--- config.mk ---
export PLATFORM = sky130hd
export DESIGN_NAME = pong_physics_flat
export DESIGN_NICKNAME = d
export VERILOG_FILES = /design/src/rtl/pong_physics_if.sv /design/src/rtl/pong_physics.sv /design/src/flat_wrapper.sv
export SDC_FILE = /design/constraint.sdc
export NUM_CORES = 1
export LEC_CHECK = 0
export CAP_MARGIN = 20
export CORE_ASPECT_RATIO = 2
export CORE_MARGIN = 2
export CORE_UTILIZATION = 35
export CTS_BUF_LIST = sky130_fd_sc_hd__clkbuf_8
export DETAILED_ROUTE_END_ITERATION = 7
export PLACE_DENSITY = 0.55
export SKIP_LAST_GASP = 1
export SLEW_MARGIN = 10
export SYNTH_ARGS = -nofsm -noshare
export SYNTH_HDL_FRONTEND = slang
export SYNTH_SLANG_ARGS = --single-unit
export TNS_END_PERCENT = 50
--- constraint.sdc ---
create_clock -name clk -period 4 [get_ports clk]
set_input_delay 0.4 -clock clk [delete_from_list [all_inputs] [get_ports clk]]
set_output_delay 0.4 -clock clk [all_outputs]
set_load 0.01 [all_outputs]
--- src/rtl/pong_physics_if.sv ---
// Signal bundle between the game logic and the Pong motion engine: paddle and
// game controls in, pixel coordinates and miss pulses out.
interface pong_physics_if;
  logic       stop;
  logic       serve;
  logic       speed_up;
  logic       up1;
  logic       down1;
  logic       up2;
  logic       down2;
  logic [9:0] ball_x;
  logic [8:0] ball_y;
  logic [8:0] paddle1_y;
  logic [8:0] paddle2_y;
  logic       miss1;
  logic       miss2;

  modport master (
    output stop, serve, speed_up, up1, down1, up2, down2,
    input  ball_x, ball_y, paddle1_y, paddle2_y, miss1, miss2
  );

  modport slave (
    input  stop, serve, speed_up, up1, down1, up2, down2,
    output ball_x, ball_y, paddle1_y, paddle2_y, miss1, miss2
  );
endinterface

--- src/rtl/pong_physics.sv ---
// Pong ball/paddle motion engine: frame-tick gated paddle moves, wall and
// paddle bounces, and single-cycle miss pulses for scoring.
module pong_physics #(
  parameter int SCREEN_W    = 640,
  parameter int SCREEN_H    = 480,
  parameter int BALL_SIZE   = 8,
  parameter int PADDLE_H    = 64,
  parameter int PADDLE_W    = 8,
  parameter int PADDLE1_X   = 16,
  parameter int PADDLE2_X   = 616,
  parameter int PADDLE_STEP = 4,
  parameter int MAX_SPEED   = 4,
  parameter int TICK_DIV    = 833333
) (
  input  logic          clk,
  input  logic          rst_n,
  pong_physics_if.slave bus
);

  localparam int               CNT_W    = (TICK_DIV > 1) ? $clog2(TICK_DIV) : 1;
  localparam logic [CNT_W-1:0] CNT_LAST = CNT_W'(TICK_DIV - 1);
  localparam logic [9:0]       X_CTR    = 10'((SCREEN_W - BALL_SIZE) / 2);
  localparam logic [8:0]       Y_CTR    = 9'((SCREEN_H - BALL_SIZE) / 2);
  localparam logic [8:0]       P_CTR    = 9'((SCREEN_H - PADDLE_H) / 2);
  localparam logic [8:0]       P_MAX    = 9'(SCREEN_H - PADDLE_H);
  localparam logic [9:0]       X_MAX    = 10'(SCREEN_W - BALL_SIZE);
  localparam logic [9:0]       Y_MAX    = 10'(SCREEN_H - BALL_SIZE);
  localparam logic [9:0]       FACE1    = 10'(PADDLE1_X + PADDLE_W);
  localparam logic [9:0]       FACE2    = 10'(PADDLE2_X - BALL_SIZE);
  localparam logic [9:0]       PSTEP    = 10'(PADDLE_STEP);
  localparam logic [2:0]       SPD_MAX  = 3'(MAX_SPEED);

  typedef enum logic [1:0] {
    ST_SERVE  = 2'd0,
    ST_MOVE   = 2'd1,
    ST_MISSED = 2'd2
  } state_e;

  function automatic logic [8:0] paddle_next(input logic [8:0] y, input logic up,
                                             input logic dn);
    logic [9:0] yw;
    yw = {1'b0, y};
    if (up && !dn) begin
      paddle_next = (yw < PSTEP) ? 9'd0 : 9'(yw - PSTEP);
    end else if (dn && !up) begin
      paddle_next = ((yw + PSTEP) > {1'b0, P_MAX}) ? P_MAX : 9'(yw + PSTEP);
    end else begin
      paddle_next = y;
    end
  endfunction

  function automatic logic overlaps(input logic [8:0] by, input logic [8:0] py);
    overlaps = (({1'b0, by} + 10'(BALL_SIZE)) > {1'b0, py}) &&
               ({1'b0, by} < ({1'b0, py} + 10'(PADDLE_H)));
  endfunction

  state_e           state_q, state_d;
  logic [CNT_W-1:0] cnt_q, cnt_d;
  logic [9:0]       ball_x_q, ball_x_d;
  logic [8:0]       ball_y_q, ball_y_d;
  logic [8:0]       paddle1_q, paddle1_d;
  logic [8:0]       paddle2_q, paddle2_d;
  logic             dx_q, dx_d;   // 1 = moving right
  logic             dy_q, dy_d;   // 1 = moving down
  logic [2:0]       speed_q, speed_d;
  logic             miss1_q, miss1_d;
  logic             miss2_q, miss2_d;

  logic             tick_s, move_s, hit1_s, hit2_s;
  logic [9:0]       spd_s, y_sum_s, x_sum_s, x_mv_s;
  logic [8:0]       y_mv_s;
  logic             dx_mv_s, dy_mv_s, miss1_mv_s, miss2_mv_s;

  always_ff @(posedge clk) begin
    if (!rst_n) begin
      state_q   <= ST_SERVE;
      cnt_q     <= '0;
      ball_x_q  <= X_CTR;
      ball_y_q  <= Y_CTR;
      paddle1_q <= P_CTR;
      paddle2_q <= P_CTR;
      dx_q      <= 1'b1;
      dy_q      <= 1'b1;
      speed_q   <= 3'd1;
      miss1_q   <= 1'b0;
      miss2_q   <= 1'b0;
    end else begin
      state_q   <= state_d;
      cnt_q     <= cnt_d;
      ball_x_q  <= ball_x_d;
      ball_y_q  <= ball_y_d;
      paddle1_q <= paddle1_d;
      paddle2_q <= paddle2_d;
      dx_q      <= dx_d;
      dy_q      <= dy_d;
      speed_q   <= speed_d;
      miss1_q   <= miss1_d;
      miss2_q   <= miss2_d;
    end
  end

  always_comb begin
    state_d    = state_q;
    ball_x_d   = ball_x_q;
    ball_y_d   = ball_y_q;
    paddle1_d  = paddle1_q;
    paddle2_d  = paddle2_q;
    dx_d       = dx_q;
    dy_d       = dy_q;
    speed_d    = speed_q;
    miss1_d    = 1'b0;
    miss2_d    = 1'b0;
    x_mv_s     = ball_x_q;
    y_mv_s     = ball_y_q;
    dx_mv_s    = dx_q;
    dy_mv_s    = dy_q;
    miss1_mv_s = 1'b0;
    miss2_mv_s = 1'b0;

    tick_s  = (cnt_q == CNT_LAST);
    move_s  = tick_s && !bus.stop;
    spd_s   = {7'd0, speed_q};
    y_sum_s = {1'b0, ball_y_q} + spd_s;
    x_sum_s = ball_x_q + spd_s;
    hit1_s  = overlaps(ball_y_q, paddle1_q);
    hit2_s  = overlaps(ball_y_q, paddle2_q);

    if (tick_s) begin
      cnt_d = '0;
    end else begin
      cnt_d = cnt_q + CNT_W'(1);
    end

    if (bus.speed_up && (speed_q < SPD_MAX)) begin
      speed_d = speed_q + 3'd1;
    end else begin
      speed_d = speed_q;
    end

    if (move_s) begin
      paddle1_d = paddle_next(paddle1_q, bus.up1, bus.down1);
      paddle2_d = paddle_next(paddle2_q, bus.up2, bus.down2);
    end else begin
      paddle1_d = paddle1_q;
      paddle2_d = paddle2_q;
    end

    // Candidate ball move; only committed in ST_MOVE on a live tick.
    if (dy_q) begin
      if (y_sum_s >= Y_MAX) begin
        y_mv_s  = 9'(Y_MAX);
        dy_mv_s = 1'b0;
      end else begin
        y_mv_s  = 9'(y_sum_s);
      end
    end else begin
      if ({1'b0, ball_y_q} < spd_s) begin
        y_mv_s  = 9'd0;
        dy_mv_s = 1'b1;
      end else begin
        y_mv_s  = 9'({1'b0, ball_y_q} - spd_s);
      end
    end

    if (!dx_q) begin
      if ((ball_x_q >= FACE1) && (ball_x_q <= (FACE1 + spd_s)) && hit1_s) begin
        x_mv_s  = FACE1;
        dx_mv_s = 1'b1;
      end else if (ball_x_q < spd_s) begin
        x_mv_s     = 10'd0;
        miss1_mv_s = 1'b1;
      end else begin
        x_mv_s = ball_x_q - spd_s;
      end
    end else begin
      if ((ball_x_q <= FACE2) && (x_sum_s >= FACE2) && hit2_s) begin
        x_mv_s  = FACE2;
        dx_mv_s = 1'b0;
      end else if (x_sum_s >= X_MAX) begin
        x_mv_s     = X_MAX;
        miss2_mv_s = 1'b1;
      end else begin
        x_mv_s = x_sum_s;
      end
    end

    case (state_q)
      ST_SERVE: begin
        if (!bus.stop && bus.serve) begin
          state_d = ST_MOVE;
        end else begin
          state_d = ST_SERVE;
        end
      end
      ST_MOVE: begin
        if (move_s) begin
          ball_x_d = x_mv_s;
          ball_y_d = y_mv_s;
          dx_d     = dx_mv_s;
          dy_d     = dy_mv_s;
          miss1_d  = miss1_mv_s;
          miss2_d  = miss2_mv_s;
          if (miss1_mv_s || miss2_mv_s) begin
            state_d = ST_MISSED;
          end else begin
            state_d = ST_MOVE;
          end
        end else begin
          state_d = ST_MOVE;
        end
      end
      ST_MISSED: begin
        // dx still points at the player who missed, so it is left as is.
        if (!bus.stop && bus.serve) begin
          ball_x_d = X_CTR;
          ball_y_d = Y_CTR;
          state_d  = ST_MOVE;
        end else begin
          state_d = ST_MISSED;
        end
      end
      default: begin
        state_d = ST_SERVE;
      end
    endcase
  end

  assign bus.ball_x    = ball_x_q;
  assign bus.ball_y    = ball_y_q;
  assign bus.paddle1_y = paddle1_q;
  assign bus.paddle2_y = paddle2_q;
  assign bus.miss1     = miss1_q;
  assign bus.miss2     = miss2_q;

endmodule
--- src/flat_wrapper.sv ---
// flat-port wrapper written by rule: the top's interface ports become plain ports
module pong_physics_flat 
#(
  parameter int SCREEN_W    = 640,
  parameter int SCREEN_H    = 480,
  parameter int BALL_SIZE   = 8,
  parameter int PADDLE_H    = 64,
  parameter int PADDLE_W    = 8,
  parameter int PADDLE1_X   = 16,
  parameter int PADDLE2_X   = 616,
  parameter int PADDLE_STEP = 4,
  parameter int MAX_SPEED   = 4,
  parameter int TICK_DIV    = 833333
)
  (clk, rst_n, bus_stop, bus_serve, bus_speed_up, bus_up1, bus_down1, bus_up2, bus_down2, bus_ball_x, bus_ball_y, bus_paddle1_y, bus_paddle2_y, bus_miss1, bus_miss2);
  pong_physics_if bus_i ();
  input  logic clk;
  input  logic rst_n;
  input wire logic [$bits(bus_i.stop)-1:0] bus_stop;
  input wire logic [$bits(bus_i.serve)-1:0] bus_serve;
  input wire logic [$bits(bus_i.speed_up)-1:0] bus_speed_up;
  input wire logic [$bits(bus_i.up1)-1:0] bus_up1;
  input wire logic [$bits(bus_i.down1)-1:0] bus_down1;
  input wire logic [$bits(bus_i.up2)-1:0] bus_up2;
  input wire logic [$bits(bus_i.down2)-1:0] bus_down2;
  output wire logic [$bits(bus_i.ball_x)-1:0] bus_ball_x;
  output wire logic [$bits(bus_i.ball_y)-1:0] bus_ball_y;
  output wire logic [$bits(bus_i.paddle1_y)-1:0] bus_paddle1_y;
  output wire logic [$bits(bus_i.paddle2_y)-1:0] bus_paddle2_y;
  output wire logic [$bits(bus_i.miss1)-1:0] bus_miss1;
  output wire logic [$bits(bus_i.miss2)-1:0] bus_miss2;
  assign bus_i.stop = bus_stop;
  assign bus_i.serve = bus_serve;
  assign bus_i.speed_up = bus_speed_up;
  assign bus_i.up1 = bus_up1;
  assign bus_i.down1 = bus_down1;
  assign bus_i.up2 = bus_up2;
  assign bus_i.down2 = bus_down2;
  assign bus_ball_x = bus_i.ball_x;
  assign bus_ball_y = bus_i.ball_y;
  assign bus_paddle1_y = bus_i.paddle1_y;
  assign bus_paddle2_y = bus_i.paddle2_y;
  assign bus_miss1 = bus_i.miss1;
  assign bus_miss2 = bus_i.miss2;
  pong_physics #(.SCREEN_W(SCREEN_W), .SCREEN_H(SCREEN_H), .BALL_SIZE(BALL_SIZE), .PADDLE_H(PADDLE_H), .PADDLE_W(PADDLE_W), .PADDLE1_X(PADDLE1_X), .PADDLE2_X(PADDLE2_X), .PADDLE_STEP(PADDLE_STEP), .MAX_SPEED(MAX_SPEED), .TICK_DIV(TICK_DIV)) u_core (.clk(clk), .rst_n(rst_n), .bus(bus_i));
endmodule
=== Word-level counts from Yosys, hierarchy flattened ===
Index checks and enable logic that the tools add are counted.
W data, S select, Z words.

* Add/sub/neg operators: 14
* Magnitude comparators: 17
* Eq/ne operators: 5
* Multiplexer cells: 39
* Bitwise logic cells: 1
* Reductions and logical operators: 29

{| class="wikitable"
|+ Operators by type and width
! cell !! count
|-
| $mux W9 || 13
|-
| $mux W10 || 7
|-
| $add A20 B1 Y20 const B || 1
|-
| $add A9 B3 Y10 const B || 2
|-
| $add A9 B7 Y10 const B || 2
|-
| $eq A20 B20 Y1 const B || 1
|-
| $ge A10 B10 Y1 const B || 2
|-
| $gt A10 B9 Y1 || 2
|-
| $gt A10 B9 Y1 const B || 2
|-
| $lt A9 B10 Y1 || 2
|-
| $pmux W10 S2 || 1
|-
| $lt A9 B3 Y1 const B || 2
|-
| $pmux W9 S2 || 1
|-
| $sub A9 B3 Y9 const B || 2
|-
| $logic_and A1 B1 Y1 || 13
|-
| $mux W1 || 13
|-
| $add A10 B3 Y10 || 1
|-
| $add A9 B3 Y10 || 1
|-
| $add A9 B4 Y10 const B || 1
|-
| $ge A10 B5 Y1 const B || 1
|-
| $ge A10 B9 Y1 const B || 1
|-
| $le A10 B10 Y1 || 1
|-
| $le A10 B10 Y1 const B || 1
|-
| $lt A10 B3 Y1 || 1
|-
| other kinds (19) || 31
|}

* Register bits: 66
* Bits of input ports: 9
* Output and inout port bits: 39
* Word-level logic and storage cells: 116

=== Logic depth before layout (Yosys ltp) ===
* Depth in word-level cells: 10
* Depth in mapped cells: 13
* Mapped depth without buffers: 12

=== Worst setup path before layout ===
OpenSTA, ideal clock, no wires.

* Kind: reg2reg
* Start: register u_core.ball_x_q[1], in the netlist u_core.bus.ball_x[1]
* End: register u_core.ball_x_q[3], in the netlist u_core.bus.ball_x[3]
* Library setup time: 0.117 ns
* Arrival time: 2.743 ns
* Data required time: 3.883 ns
* Setup slack: 1.140 ns
* Cell stages (with the launch flop): 10
* Buffers on the path: 0
* Clock period less this slack: 2.860 ns
* Cells stage by stage: dfxtp_1 > inv_1 > fa_1 > o21bai_1 > nor4bb_1 > a221oi_1 > and2_1 > or3_1 > a32o_1 > o22a_1

* Cells in the longest elaborated chain, start to end: 8
* Elaborated cells between the ends (all ways): 19
* Those cells by class: add/sub: 2; order compare: 6; mux: 7; reduce/logical: 4

{| class="wikitable"
|+ RTL lines
! element !! RTL line !! text
|-
| start, declared || pong_physics.sv:59 || <nowiki>logic [9:0] ball_x_q, ball_x_d;</nowiki>
|-
| start signal, assigned || pong_physics.sv:90 || <nowiki>ball_x_q <= ball_x_d;</nowiki>
|-
| $add A10 B3 Y10 || pong_physics.sv:124 || <nowiki>x_sum_s = ball_x_q + spd_s;</nowiki>
|-
| $ge A10 B10 Y1 || pong_physics.sv:176 || <nowiki>if ((ball_x_q <= FACE2) && (x_sum_s >= FACE2) && hit2_s) begin</nowiki>
|-
| $logic_and A1 B1 Y1 (2 in series) || pong_physics.sv:176 ||
|-
| $mux W10 || pong_physics.sv:176 ||
|-
| $mux W10 * || pong_physics.sv:165 || <nowiki>if (!dx_q) begin</nowiki>
|-
| $mux W10 * || pong_physics.sv:196 || <nowiki>if (move_s) begin</nowiki>
|-
| $pmux W10 S2 * || pong_physics.sv:187 || <nowiki>case (state_q)</nowiki>
|}

Mark *: on every way between the ends. The rest lies on a longest branch, timed or not. The select of a mux whose other input is x is not followed.
A chain may end at the register's enable or synchronous reset.

=== Worst setup path in the final report ===
* Start: register u_core.ball_y_q[3], in the netlist u_core.bus.ball_y[3]
* End: register u_core.ball_x_q[5], in the netlist u_core.bus.ball_x[5]

* Cells in the longest elaborated chain, start to end: 8
* Elaborated cells between the ends (all ways): 14
* Those cells by class: add/sub: 1; order compare: 4; mux: 5; reduce/logical: 4

{| class="wikitable"
|+ RTL lines
! element !! RTL line !! text
|-
| start, declared || pong_physics.sv:60 || <nowiki>logic [8:0] ball_y_q, ball_y_d;</nowiki>
|-
| start signal, assigned || pong_physics.sv:91 || <nowiki>ball_y_q <= ball_y_d;</nowiki>
|-
| $add A9 B4 Y10 || pong_physics.sv:53 || <nowiki>overlaps = (({1'b0, by} + 10'(BALL_SIZE)) > {1'b0, py}) &&</nowiki>
|-
| $gt A10 B9 Y1 || pong_physics.sv:53 ||
|-
| $logic_and A1 B1 Y1 || pong_physics.sv:53 ||
|-
| $logic_and A1 B1 Y1, on equally long branches || pong_physics.sv:166, pong_physics.sv:176 ||
|-
| $mux W10, on equally long branches || pong_physics.sv:166, pong_physics.sv:176 ||
|-
| $mux W10 * || pong_physics.sv:165 ||
|-
| $mux W10 * || pong_physics.sv:196 ||
|-
| $pmux W10 S2 * || pong_physics.sv:187 ||
|}

Marks and branches as above.

==> flow_summary.yaml <==
sta:
  relSlewSlack_pct: 29.2
  worst_slew_pin_slew_ns: 1.05
  fin_skew_ns: 0.0116
  max_freq_mhz: 298
  fin_crit_ns: 3.36
  fin_crit_sh_pct: 83.9
  maxSlewViolCount: 0
  tns_ns: 0
  finalSetupViolations: 0
  hold_viol_final: 0
  rsz0062_at_grt: "no"
cts:
  clock_sinks: 62
  ctsHoldBuffers: 0
  ctsResizeCount: 0
  htree_levels: 3
  clk_root_buffer_cell: "clkbuf_8"
  cts_tree: "yes"
  cts_made_buffers: 9
  insertion_delay_ns: 0.37
  postCtsSetupRepairBufs: 0
  clockBufferDepth: 2
  cts.reportedPaths.clkPinSlew_ns: 0.08
critical_path:
  critPathCaptureType: "flip-flop"
  critPathMaxFanout: 13
  critPathSlowestCell: "dfxtp_1"
  path_buf_inv: 0
  path_delay_family: "compound AO/OA/AOI/OAI gates"
  worstPathRequired_ns: 4.27
  startpoint: "u_core.bus.ball_y[3]"
  start_kind: "flip-flop"
  crit_chain: "ha_1, and3_1, xor2_1, ha_1, a21o_1, a21oi_1, nand3_1, a21oi_1, o2111ai_1, nand2_1, a31oi_1, o22a_1"
  path_class: "reg -> reg"
  max_stage_delay_ns: 0.59
  cp.arrival_ns: 3.62
  r2r-start: "u_core.bus.ball_y[3]"
global_route:
  track_usage_pct: 21.5
  grt-ovfl-total: 0
  grt_pass1_wl_mm: 28.6
  grt_max_degree: 24
  antenna_found_initial: 0
  grt_pass1_vias: 5595
pwr:
  peakVddDrop_mv: 0.148
  seqPwrFrac_pct: 44.0
  swShare_pct: 31.4
  p_per_area_nw_per_um2: 235
  p_comb_share_pct: 18.0
  power.net_switching_mw: 0.470
  p_clk_share_pct: 38.1
  p_int_mw: 1.03
  p_leak_nw: 2.39
cells_and_area:
  antennaDiodeCount: 0
  syn_to_final_growth_pct: 13.2
  layout-drive-gt1-share_pct: 4.45
  nets: 834
  final_core_util_pct: 40.5
synthesis:
  synthMuxAreaShare_pct: 0.535
  async_reset_ff_share_pct: 0
  avgSynthCellArea_um2: 7.63
  syn_area_um2: 5610
  synth_xor_area_share_pct: 6.71
  synth_edf_count: 0
  synth-simple-area-share_pct: 25.8
  synth_seq_cells: 62
  synth_cells: 735
  synth_cell_type_count: 78
  synth_ff_type: "dfxtp_1"
  synth-compound-area-share_pct: 23.4
  synth_adder_area_share_pct: 15.0
  synth-warning-count: 0
  ys_seq_area_share_pct: 22.1
  synth_top_family_by_area: "simple AND/OR/NAND/NOR gates"
floorplanning:
  die_h_um: 183
  start_util_pct: 35.7
  boundaryPins: 48
  fp-row-count: 65
  die_area_um2: 17100
  die-width_um: 93.5
  core_area_um2: 15700
hold_path:
  worstHoldStart: "u_core.cnt_q[10]"
  min_path_type: "reg -> reg"
route:
  totalWireLength_mm: 17.7
  wl_per_cell_um: 18.3
  drc: 0
  antenna_left: 0
  dr.pass1.iters: 5
  dr_total_vias: 5560
  vias_per_cell: 5.76
  first_iter_violations: 276
status:
  status: "completed"
run:
  maxCapViolations: 0
placed_design:
  io_buffers: 43
  post-dp-hpwl_mm: 13.8
  place.gp.congestion: 0.946
-- worst register-to-register path, delay by kind of cell (launching register included) --
kind / cells / cell delay (ns)
fa+ha+maj: 2 / 0.65
xor+xnor: 1 / 0.29
flops: 1 / 0.59
simple gates: 3 / 0.63
compound gates: 6 / 1.11
-- synth_stat cells (all sizes together), types with 3 or more instances --
cell type	number	share of area, %
nor2	63	4.2
dfxtp	62	22
ha	61	14
o21ai	50	4.5
a21oi	49	4.4
inv	49	3.3
nand2	49	3.3
nand3	40	3.7
xnor2	27	4.2
clkbuf	23	1.5
nor2b	20	2.2
xor2	16	2.5
a31oi	15	1.7
nand2b	14	1.6
nor3	14	1.2
buf	13	1.4
nand4	11	1.2
and2	10	1.1
o211ai	10	1.3
or3	10	1.2
and3	9	1.0
or2	9	1.0
or4	8	1.1
o22ai	7	0.78
nor4	6	0.67
a2111oi	5	1.6
a21o	5	0.67
a211o	4	0.62
a211oi	4	0.54
fa	4	1.4
nand3b	4	0.54
o2111ai	4	0.62
o21a	4	0.54
o311ai	4	0.62
o31ai	4	0.54
a22o	3	0.47
and4	3	0.47
mux2i	3	0.54
-- metal layers --
metal / vias to the layer above / GRT usage [%] / part of all wire, %
met3: 50 / 3.04 / 3.3
met4: 0 / 12.6 / 5.5
li1: 2700 / - / -
met1: 2660 / 21.7 / 36
met5: - / 0 / 0
met2: 150 / 40.5 / 55
-- final cells by class --
cell class                 count  area (um2)
fill                        1641        9340
timing repair buffer          47         460
clock inverter                 6        63.8
sequential                    62        1240
multi-input combinational    590        4030
tap                          201         251
inverter                      50         188
clock buffer                   9         124
-- through the flow --
stage	setup WS (ns)	instances	area, um2	power, mW	hold slack [ns]
6_report	0.644	965	6350	1.50	0.524
5_1_grt	0.340	965	6350	1.57	0.546
4_1_cts	0.689	965	6350	1.51	0.525
3_5_place_dp	0.703	950	6170	0.940	0.514
3_3_place_gp	0.807	950	6170	0.933	0.479
2_1_floorplan	1.14	738	5620	0.855	0.465
-- registers in the layout (all words and copies together) (netlist names), 2 cells and up --
signal / count
u_core.cnt_q: 20
u_core.speed_q: 3
u_core.state_q: 2
u_core.bus.ball_y: 9
u_core.bus.paddle2_y: 7
u_core.bus.ball_x: 10
u_core.bus.paddle1_y: 7
-- power by group through the flow --
stage,clock network [mW],registers (mW),logic (mW)
floorplan,0,0.665,0.191
global placement,0,0.671,0.262
detailed placement,0,0.673,0.267
CTS,0.586,0.658,0.268
global route,0.612,0.662,0.300
finish,0.569,0.658,0.268
-- cells by family (layout without fill, tap and decap cells) --
kind of cell | count (synthesis) | after routing
fa+ha+maj | 65 | 65
xor+xnor | 43 | 43
simple gates | 278 | 278
mux | 3 | 3
other cells | 1 | 4
buf+inv | 86 | 112
flops | 62 | 62
compound gates | 197 | 197
-- cells in the final DEF, fill, tap and decap left out, types with 5 or more instances in the layout --
master           count
nor2_1              63
or4_1                8
nand4_1             11
nand3_1             39
nor2b_1             20
or3_1                9
nor3_1              14
nor4_1               6
dfxtp_1             62
or2_2                7
a21o_1               5
o21ai_0             49
clkdlybuf4s50_1     43
and3_1               9
xnor2_1             27
nand2b_1            14
inv_1               49
clkbuf_8             9
a21oi_1             49
nand2_1             49
a31oi_1             15
and2_1               9
ha_1                61
xor2_1              16
o22ai_1              7
o211ai_1            10
-- final timing paths --
kind,to,slack (ns),depth (start not counted)
min reg2reg,u_core.cnt_q[10],0.52,2
max reg2reg,u_core.bus.ball_x[5],0.64,12
min,u_core.cnt_q[10],0.52,2
max,u_core.bus.ball_x[5],0.64,12
No activity file was read; power rests on OpenSTA's default activity.
